## config.mk

```make
export PLATFORM = sky130hd
export DESIGN_NAME = assoc_cache
export DESIGN_NICKNAME = d
export VERILOG_FILES = /design/src/rtl/cache_pkg.sv /design/src/rtl/cache_way.sv /design/src/rtl/assoc_cache.sv
export SDC_FILE = /design/constraint.sdc
export NUM_CORES = 2
export LEC_CHECK = 0
export ABC_CLOCK_PERIOD_IN_PS = 17700
export CAP_MARGIN = 20
export CORE_MARGIN = 1
export CORE_UTILIZATION = 35
export CTS_CLUSTER_SIZE = 30
export DETAILED_ROUTE_END_ITERATION = 8
export MAX_ROUTING_LAYER = met4
export PLACE_DENSITY = 0.51
export SYNTH_ARGS = -nofsm -noshare
export SYNTH_HDL_FRONTEND = slang
export SYNTH_SLANG_ARGS = --single-unit
```

## constraint.sdc

```tcl
create_clock -name clk -period 17.7 [get_ports clk]
set_clock_uncertainty 0.05 [all_clocks]
set_input_delay 1.77 -clock clk [delete_from_list [all_inputs] [get_ports clk]]
set_output_delay 1.77 -clock clk [all_outputs]
set_load 0.01 [all_outputs]
```

## src/rtl/cache_pkg.sv

```systemverilog
// cache_pkg: shared definitions for the line-fetch cache family.
//   state_t    - controller states (IDLE, LOOKUP, MISS_REQ, MISS_WAIT, RESP)
//   ADDR_W     - byte address width
//   off_bits / idx_bits / tag_bits / way_bits - field widths from geometry
//   line_base  - clears the in-line offset bits of a byte address
package cache_pkg;

   localparam int unsigned ADDR_W = 32;

   typedef enum logic [2:0] {
      IDLE,
      LOOKUP,
      MISS_REQ,
      MISS_WAIT,
      RESP
   } state_t;

   function automatic int unsigned off_bits(input int unsigned width);
      return $clog2(width / 8);
   endfunction

   function automatic int unsigned idx_bits(input int unsigned depth);
      return $clog2(depth);
   endfunction

   function automatic int unsigned tag_bits(input int unsigned width, input int unsigned depth);
      return ADDR_W - off_bits(width) - idx_bits(depth);
   endfunction

   // A direct-mapped build still needs a 1-bit way number.
   function automatic int unsigned way_bits(input int unsigned ways);
      return (ways > 1) ? $clog2(ways) : 1;
   endfunction

   function automatic logic [ADDR_W-1:0] line_base(input logic [ADDR_W-1:0] addr,
                                                   input int unsigned ob);
      return (addr >> ob) << ob;
   endfunction

endpackage

```

## src/rtl/cache_way.sv

```systemverilog
// cache_way: one way of the set-associative cache.
//   clk, reset    - clock, synchronous active-low reset (clears valid bits)
//   inv_all       - clear every valid bit
//   lookup_index  - set to inspect; lookup_tag - tag to compare
//   match         - valid entry at lookup_index holds lookup_tag
//   valid_at      - valid bit at lookup_index
//   rd_line       - line stored at lookup_index
//   wr_en, wr_index, wr_tag, wr_line - install a line and mark it valid
module cache_way
   import cache_pkg::*;
#(
   parameter int unsigned WIDTH = 128,
   parameter int unsigned DEPTH = 4,
   parameter int unsigned TAG_W = 26,
   parameter int unsigned IB    = 2
) (
   input  logic             clk,
   input  logic             reset,
   input  logic             inv_all,
   input  logic [IB-1:0]    lookup_index,
   input  logic [TAG_W-1:0] lookup_tag,
   output logic             match,
   output logic             valid_at,
   output logic [WIDTH-1:0] rd_line,
   input  logic             wr_en,
   input  logic [IB-1:0]    wr_index,
   input  logic [TAG_W-1:0] wr_tag,
   input  logic [WIDTH-1:0] wr_line
);

   logic [DEPTH-1:0] valid;
   logic [TAG_W-1:0] tags  [DEPTH];
   logic [WIDTH-1:0] lines [DEPTH];

   always_ff @(posedge clk) begin
      if (!reset || inv_all) begin
         valid <= '0;
      end else if (wr_en) begin
         valid[wr_index] <= 1'b1;
      end
   end

   always_ff @(posedge clk) begin
      if (wr_en) begin
         tags[wr_index]  <= wr_tag;
         lines[wr_index] <= wr_line;
      end
   end

   always_comb begin
      valid_at = valid[lookup_index];
      match    = valid_at && (tags[lookup_index] == lookup_tag);
      rd_line  = lines[lookup_index];
   end

endmodule

```

## src/rtl/assoc_cache.sv

```systemverilog
// assoc_cache: N-way set-associative read-only line cache with miss handling.
//   clk, reset                  - clock, synchronous active-low reset
//   req_valid/req_addr/req_ready - line-read request handshake
//   flush                       - invalidate all lines (honoured in IDLE only)
//   resp_valid/resp_data/resp_hit - one-cycle response pulse with the line
//   mem_req_valid/addr/ready    - line fetch to next level
//   mem_resp_valid/mem_resp_data - fill data
//   hit_count, miss_count       - saturating event counters
module assoc_cache
   import cache_pkg::*;
#(
   parameter int unsigned WIDTH = 128,
   parameter int unsigned DEPTH = 4,
   parameter int unsigned WAYS  = 2
) (
   input  logic              clk,
   input  logic              reset,
   input  logic              req_valid,
   input  logic [31:0]       req_addr,
   output logic              req_ready,
   input  logic              flush,
   output logic              resp_valid,
   output logic [WIDTH-1:0]  resp_data,
   output logic              resp_hit,
   output logic              mem_req_valid,
   output logic [31:0]       mem_req_addr,
   input  logic              mem_req_ready,
   input  logic              mem_resp_valid,
   input  logic [WIDTH-1:0]  mem_resp_data,
   output logic [31:0]       hit_count,
   output logic [31:0]       miss_count
);

   localparam int unsigned OB = off_bits(WIDTH);
   localparam int unsigned IB = idx_bits(DEPTH);
   localparam int unsigned TW = tag_bits(WIDTH, DEPTH);
   localparam int unsigned WB = way_bits(WAYS);

   state_t state, state_next;

   logic [31:0]      addr_q;
   logic [IB-1:0]    idx;
   logic [TW-1:0]    tag;
   logic [WAYS-1:0]  match, valid_at, way_wr;
   logic [WIDTH-1:0] rd_line [WAYS];
   logic [WIDTH-1:0] hit_line;
   logic             hit, all_valid, fill, inv_all, found;
   logic [WB-1:0]    victim;
   logic [WB-1:0]    rr_ptr [DEPTH];
   logic [31:0]      hit_cnt, miss_cnt;

   assign idx        = addr_q[OB+IB-1:OB];
   assign tag        = addr_q[31:OB+IB];
   assign req_ready  = (state == IDLE) && !flush;
   assign inv_all    = (state == IDLE) && flush;
   assign fill       = reset && (state == MISS_WAIT) && mem_resp_valid;
   assign hit_count  = hit_cnt;
   assign miss_count = miss_cnt;

   for (genvar g = 0; g < WAYS; g++) begin : g_way
      assign way_wr[g] = fill && (victim == WB'(g));

      cache_way #(
         .WIDTH (WIDTH),
         .DEPTH (DEPTH),
         .TAG_W (TW),
         .IB    (IB)
      ) u_way (
         .clk          (clk),
         .reset        (reset),
         .inv_all      (inv_all),
         .lookup_index (idx),
         .lookup_tag   (tag),
         .match        (match[g]),
         .valid_at     (valid_at[g]),
         .rd_line      (rd_line[g]),
         .wr_en        (way_wr[g]),
         .wr_index     (idx),
         .wr_tag       (tag),
         .wr_line      (mem_resp_data)
      );
   end

   // At most one way matches, so an OR of the gated lines is the hit line.
   always_comb begin
      hit_line = '0;
      for (int unsigned w = 0; w < WAYS; w++) begin
         if (match[w]) hit_line = hit_line | rd_line[w];
      end
      hit = |match;
   end

   // Lowest invalid way first; round-robin pointer only when the set is full.
   always_comb begin
      all_valid = &valid_at;
      victim    = rr_ptr[idx];
      found     = 1'b0;
      for (int unsigned w = 0; w < WAYS; w++) begin
         if (!found && !valid_at[w]) begin
            victim = WB'(w);
            found  = 1'b1;
         end
      end
   end

   always_ff @(posedge clk) begin
      if (!reset) state <= IDLE;
      else        state <= state_next;
   end

   always_comb begin
      state_next = state;
      unique case (state)
         IDLE:      if (!flush && req_valid) state_next = LOOKUP;
         LOOKUP:    state_next = hit ? RESP : MISS_REQ;
         MISS_REQ:  if (mem_req_valid && mem_req_ready) state_next = MISS_WAIT;
         MISS_WAIT: if (mem_resp_valid) state_next = RESP;
         RESP:      state_next = IDLE;
         default:   state_next = IDLE;
      endcase
   end

   // mem_req_valid rises one cycle into MISS_REQ, and a hit's line is latched
   // in LOOKUP but pulsed on leaving RESP, while a fill pulses on entry to
   // RESP; resp_hit tells RESP which of the two it is finishing.
   always_ff @(posedge clk) begin
      if (!reset) begin
         addr_q        <= '0;
         resp_valid    <= 1'b0;
         resp_hit      <= 1'b0;
         resp_data     <= '0;
         mem_req_valid <= 1'b0;
         mem_req_addr  <= '0;
         hit_cnt       <= '0;
         miss_cnt      <= '0;
         for (int unsigned s = 0; s < DEPTH; s++) rr_ptr[s] <= '0;
      end else begin
         resp_valid <= 1'b0;
         unique case (state)
            IDLE: begin
               if (req_valid && req_ready) addr_q <= line_base(req_addr, OB);
            end
            LOOKUP: begin
               if (hit) begin
                  resp_data <= hit_line;
                  resp_hit  <= 1'b1;
                  if (hit_cnt != '1) hit_cnt <= hit_cnt + 32'd1;
               end else begin
                  resp_hit     <= 1'b0;
                  mem_req_addr <= addr_q;
                  if (miss_cnt != '1) miss_cnt <= miss_cnt + 32'd1;
               end
            end
            MISS_REQ: begin
               if (!mem_req_valid)    mem_req_valid <= 1'b1;
               else if (mem_req_ready) mem_req_valid <= 1'b0;
            end
            MISS_WAIT: begin
               if (mem_resp_valid) begin
                  resp_data  <= mem_resp_data;
                  resp_hit   <= 1'b0;
                  resp_valid <= 1'b1;
                  if (all_valid && WAYS > 1) rr_ptr[idx] <= rr_ptr[idx] + 1'b1;
               end
            end
            RESP: begin
               resp_valid <= resp_hit;
            end
            default: ;
         endcase
      end
   end

endmodule

```

# Yosys cells after proc, flatten, opt, wreduce, memory -nomap -nowiden
# Memory sizes are Yosys's and may differ from the RTL's. A register that Yosys moved wholly into a read port is not among the register bits.
# Index checks and enable logic that the tools add are counted.
totals:
  register_bits: 262
  ram_bits: 1236
  in_bits: 166
  output_inout_bits: 228
  wordCells: 115
  memories: 5
memory_table:
  columns: ["name", "words", "word_bits", "rd", "rd_clocked_by_memory_dff", "wr", "line", "rtl"]
  rows:
  - ["g_way[0].u_way.lines", 4, 128, 1, 1, 1, "cache_way.sv:33", "logic [WIDTH-1:0] lines [DEPTH];"]
  - ["g_way[1].u_way.lines", 4, 128, 1, 1, 1, "cache_way.sv:33", null]
  - ["g_way[0].u_way.tags", 4, 26, 1, 1, 1, "cache_way.sv:32", "logic [TAG_W-1:0] tags [DEPTH];"]
  - ["g_way[1].u_way.tags", 4, 26, 1, 1, 1, "cache_way.sv:32", null]
  - ["rr_ptr", 4, 1, 1, 1, 4, "assoc_cache.sv:49", "logic [WB-1:0] rr_ptr [DEPTH];"]
classes:
  addsub: 3
  magnitude_cmp: 2
  eq_ne: 12
  n_mux: 48
  bitwise_logic: 5
  reduce_logical: 29
ops:
  columns: ["cell", "count"]
  rows:
  - ["$mux 128", 4]
  - ["$pmux 128 s2", 1]
  - ["$or 128x128->128", 1]
  - ["$add 32x1->32 const B", 2]
  - ["$ne 32x32->1 const B", 2]
  - ["$eq 26x26->1", 2]
  - ["$mux 1", 22]
  - ["$mux 2", 11]
  - ["$logic_and 1x1->1", 13]
  - ["$mux 3", 4]
  - ["$pmux 3 s4", 1]
  - ["$reduce_and 3->1", 4]
  - ["$or 4x4->4", 2]
  - ["$reduce_and 2->1", 4]
  - ["$eq 3x2->1 const B", 2]
  - ["$ne 2x2->1 const B", 3]
  - ["$bmux 1 s2", 2]
  - ["$pmux 1 s2", 2]
  - ["$eq 3x1->1 const B", 1]
  - ["$eq 3x3->1 const B", 1]
  - ["$logic_not 1->1", 3]
  - ["$logic_not 3->1", 1]
  - ["$lt 2x3->1 const B", 1]
  - ["$demux 1 s2", 1]
  - ["other kinds (8)", 9]

# Depth between registers and ports, before layout
depth:
  ltp_word: 10
  mapped_depth: 15
  mapped_depth_nobuf: 8

# By module
# Synthesis repeated with hierarchy kept, for this count alone.
hier_totals:
  cells_unflattened: 3268
  area_unflattened_um2: 57716.6
modules_own_cells:
  columns: ["mod", "n_inst", "cells_each", "area_each_um2", "seq_area_each_um2"]
  rows:
  - ["cache_way at g_way[1].u_way", 1, 907, 22821.9, 18577.8]
  - ["cache_way at g_way[0].u_way", 1, 900, 22740.6, 18577.8]
  - ["assoc_cache", 1, 1461, 12154.2, 5215.0]

# Worst setup path after synthesis
# Ideal clock, no wire load.
synth_path:
  path_type: "register -> register"
  start: "register with a tool-made name"
  end: "memory g_way[1].u_way.lines[0][0] (enable)"
  setup_time_ns: 0.858
  t_arrival_ns: 12.734
  required_ns: 16.792
  slack_ns: 4.058
  path_stages_with_launch: 11
  n_path_buf: 6
  synth_period_minus_slack_ns: 13.642
  path_cell_list: "dfxtp_1 > buf_6 > buf_12 > buf_4 > buf_2 > buf_2 > buf_1 > o21ai_0 > nand2_1 > nand4_1 > nor3_1"
synth_rtl:
  columns: ["element", "line"]
  rows:
  - ["end: declaration", "cache_way.sv:33"]

==> impl_metrics.ini <==
[synth]
netlist_area_sq_um = 57900
syn_inst = 3233
synth_seq_cells = 1500
ys_types = 62
synth-main-ff-cell = edfxtp_1
ys_seq_area_frac = 0.7318
syn_area_per_cell_sq_um = 17.91
yosysWarningCount = 0
synth_edf_count = 1233
ys_async_sr_fraction = 0

[power]
netSwitchingFraction = 0.2144
clockPowerShare = 0.452
p_int_mw = 5.925
p_leak_nw = 20.80
p_per_area_nw_per_um2 = 108.5
p_sw_mw = 1.617
seqPwrFrac = 0.510
p_total_mw = 7.541
p_comb_frac = 0.038
irDropWorstVdd_v = 0.00009399

[layout]
fin_util = 0.4252
fin_nets = 3757
layout_common_cells = edfxtp_1 (1233), clkdlybuf4s50_1 (385), mux4_2 (298), dfxtp_1 (265), a21oi_1 (240)
fin_area_sq_um = 69530
fillers = 14510
multi_input_area_sq_um = 14400
regArea_sq_um = 42380
layout-drive-gt1-share = 0.1677
syn_to_final_growth_pct = 20.09
finalNonFillerCells = 5932
mostFrequentLayoutCell = edfxtp_1

[sta]
fin_crit_ns = 6.378
tns_ns = 0
setup_viol = 0
hold_violations = 0
max_freq_mhz = 156.8
setup_slack_ns = 11.32
tightest_slew_ns = 1.182
rsz0062_at_grt = false
period_share = 0.3603
drv_slew = 0
fin_hold_ws_ns = 0.4034
relSlewSlack = 0.2119

[placement]
postPlaceCellArea_sq_um = 63980
gp_congestion = 0.7192
dp_hpwl_um = 79190
place_ws_ns = 10.90
port_buffers = 385
placed_cells = 5595

[critical_path]
arrival_ns = 7.04
cpMostUsedCell = buf_4
slowest_delay_ns = 0.85
crit_chain = buf_4, buf_12, mux4_2, xnor2_1, nand3_1, nor3_1, and4_4, buf_4, a221o_1, o221ai_1, a21oi_1
cp.required_ns = 18.36
critPathCaptureType = flip-flop
path_class = flip-flop to flip-flop
cp_max_fo = 102
cp-start-kind = flip-flop
crit_path_top_delay_cell = and4_4

[routing]
dr.pass1.iters = 5
initialDrtViolationCount = 2494
wl_met3_um = 10130
wl_per_cell_um = 26.02
dr_wl_met2_um = 73430
via_count = 32230
routed.top_layer = met4
vias_per_cell = 5.434
drc = 0
ant_nets = 0
drt-total-wl_um = 154300
m1WireLength_um = 67470

[floorplan]
coreArea_sq_um = 163500
die_y_um = 408.7
io_pins = 394
die_w_um = 408.7
initial_core_util = 0.3541
num_rows = 148
die_area_sq_um = 167000

[global_routing]
antenna_found_initial = 28
grt_use_total = 0.1884
grt_pass1_vias = 32970
grt_max_degree = 146
gr-total-overflow = 0
grt_pass1_wl_um = 226500

[worst_hold_path]
hold_path.class = flip-flop to flip-flop

[clock_tree]
cts_tree = yes
cts_resized = 0
clkSinkCount = 1500
cts_buffers = 166
hold_buffers = 0
insertion_delay_ns = 0.80
clock-root-buffer = clkbuf_16
cts_max_level = 4
clock_path_buffers = 3
post-cts-setup-buffer-count = 0
cts.clk_slew.worst_paths_ns = 0.06

[status]
status = completed

[flow_run]
cap_violations = 0
power by group through the flow:
| stage | clock (mW) | combinational (mW) | sequential, mW |
|---|---|---|---|
| floorplan | 0 | 0.175 | 3.91 |
| global placement | 0 | 0.291 | 3.92 |
| detailed placement | 0 | 0.293 | 3.92 |
| CTS | 3.49 | 0.294 | 3.85 |
| global route | 3.62 | 0.312 | 3.85 |
| finish | 3.41 | 0.288 | 3.85 |
path summary, 6_finish.rpt:
| kind | start | to | slack, ns | cells after the start |
|---|---|---|---|---|
| setup / recovery | flip-flop | resp_data[108] | 11.32 | 11 |
| hold / removal | mem_req_addr[19] | mem_req_addr[19] | 0.40 | 2 |
| setup reg to reg | flip-flop | resp_data[108] | 11.32 | 11 |
| hold reg to reg | mem_req_addr[19] | mem_req_addr[19] | 0.40 | 2 |
synth_stat cells (3+ instances only):
cell	instances	area, sq um
buf_1	18	67.56
inv_1	17	63.81
nand3b_1	4	30.03
o2111ai_1	3	26.28
xor2_1	12	105.1
nor3b_1	3	22.52
mux2i_1	34	340.3
nand4_1	21	131.4
a211oi_1	4	30.03
and4_1	9	78.83
and2_1	8	50.05
buf_4	9	67.56
nor3_1	9	45.04
nand2b_1	5	31.28
o21ai_0	29	145.1
or3_1	28	175.2
and3_1	10	62.56
nor4_1	6	37.54
nand2_1	155	581.8
buf_12	4	80.08
o31ai_1	28	210.2
buf_6	7	78.83
a21oi_1	241	1206
o221ai_1	128	1121
clkbuf_1	171	641.9
or4_1	28	210.2
nor2_1	22	82.58
nand3_1	159	795.8
mux4_2	298	6711
edfxtp_1	1233	37030
dfxtp_1	267	5345
xnor2_1	42	367.9
o21a_1	10	75.07
a221o_1	129	1291
buf_2	48	240.2
sequential cells by signal, summed over array words and instances, names as in the netlist, named ones only:
signal and cells:
rr_ptr 4, state 3, resp_hit 1, g_way.u_way.valid 8, hit_count 32, miss_count 32, g_way.u_way.tags 208, mem_req_addr 28
mem_req_valid 1, resp_data 128, addr_q 28, g_way.u_way.lines 1024, resp_valid 1
metal layers:
| layer | up-vias | GRT usage |
|---|---|---|
| met5 | - | - |
| met1 | 16980 | 0.2480 |
| met4 | 0 | 0.05069 |
| met3 | 226 | 0.04449 |
| li1 | 14130 | - |
| met2 | 895 | 0.2923 |
cell families (layout without fill, tap and decap cells):
logic type	after synthesis	in the layout	synth area share
buf+inv	276	772	0.02155
compound gates	592	592	0.07426
xor+xnor	54	54	0.008169
simple gates	474	474	0.04151
other cells	1	29	0.00006477
flops	1500	1500	0.7318
fa+ha+maj	2	2	0.0004321
mux	334	334	0.1222
worst max-delay path: cells and delay by family (launching register included):
family | cells | cell delay [ns]
mux | 1 | 0.61
flops | 1 | 0.71
simple gates | 3 | 1.63
buf+inv | 3 | 2.13
xor+xnor | 1 | 0.20
compound gates | 3 | 0.73
area by class of cell:
cell class	count	area share
clock inverter	81	0.01186
clock buffer	230	0.06685
tap	2175	0.03914
antenna	25	0.0008998
inverter	19	0.001134
sequential	1500	0.6095
timing repair buffer	442	0.06349
multi-input combinational	1460	0.2071
Power figures use the tool's default switching activity.
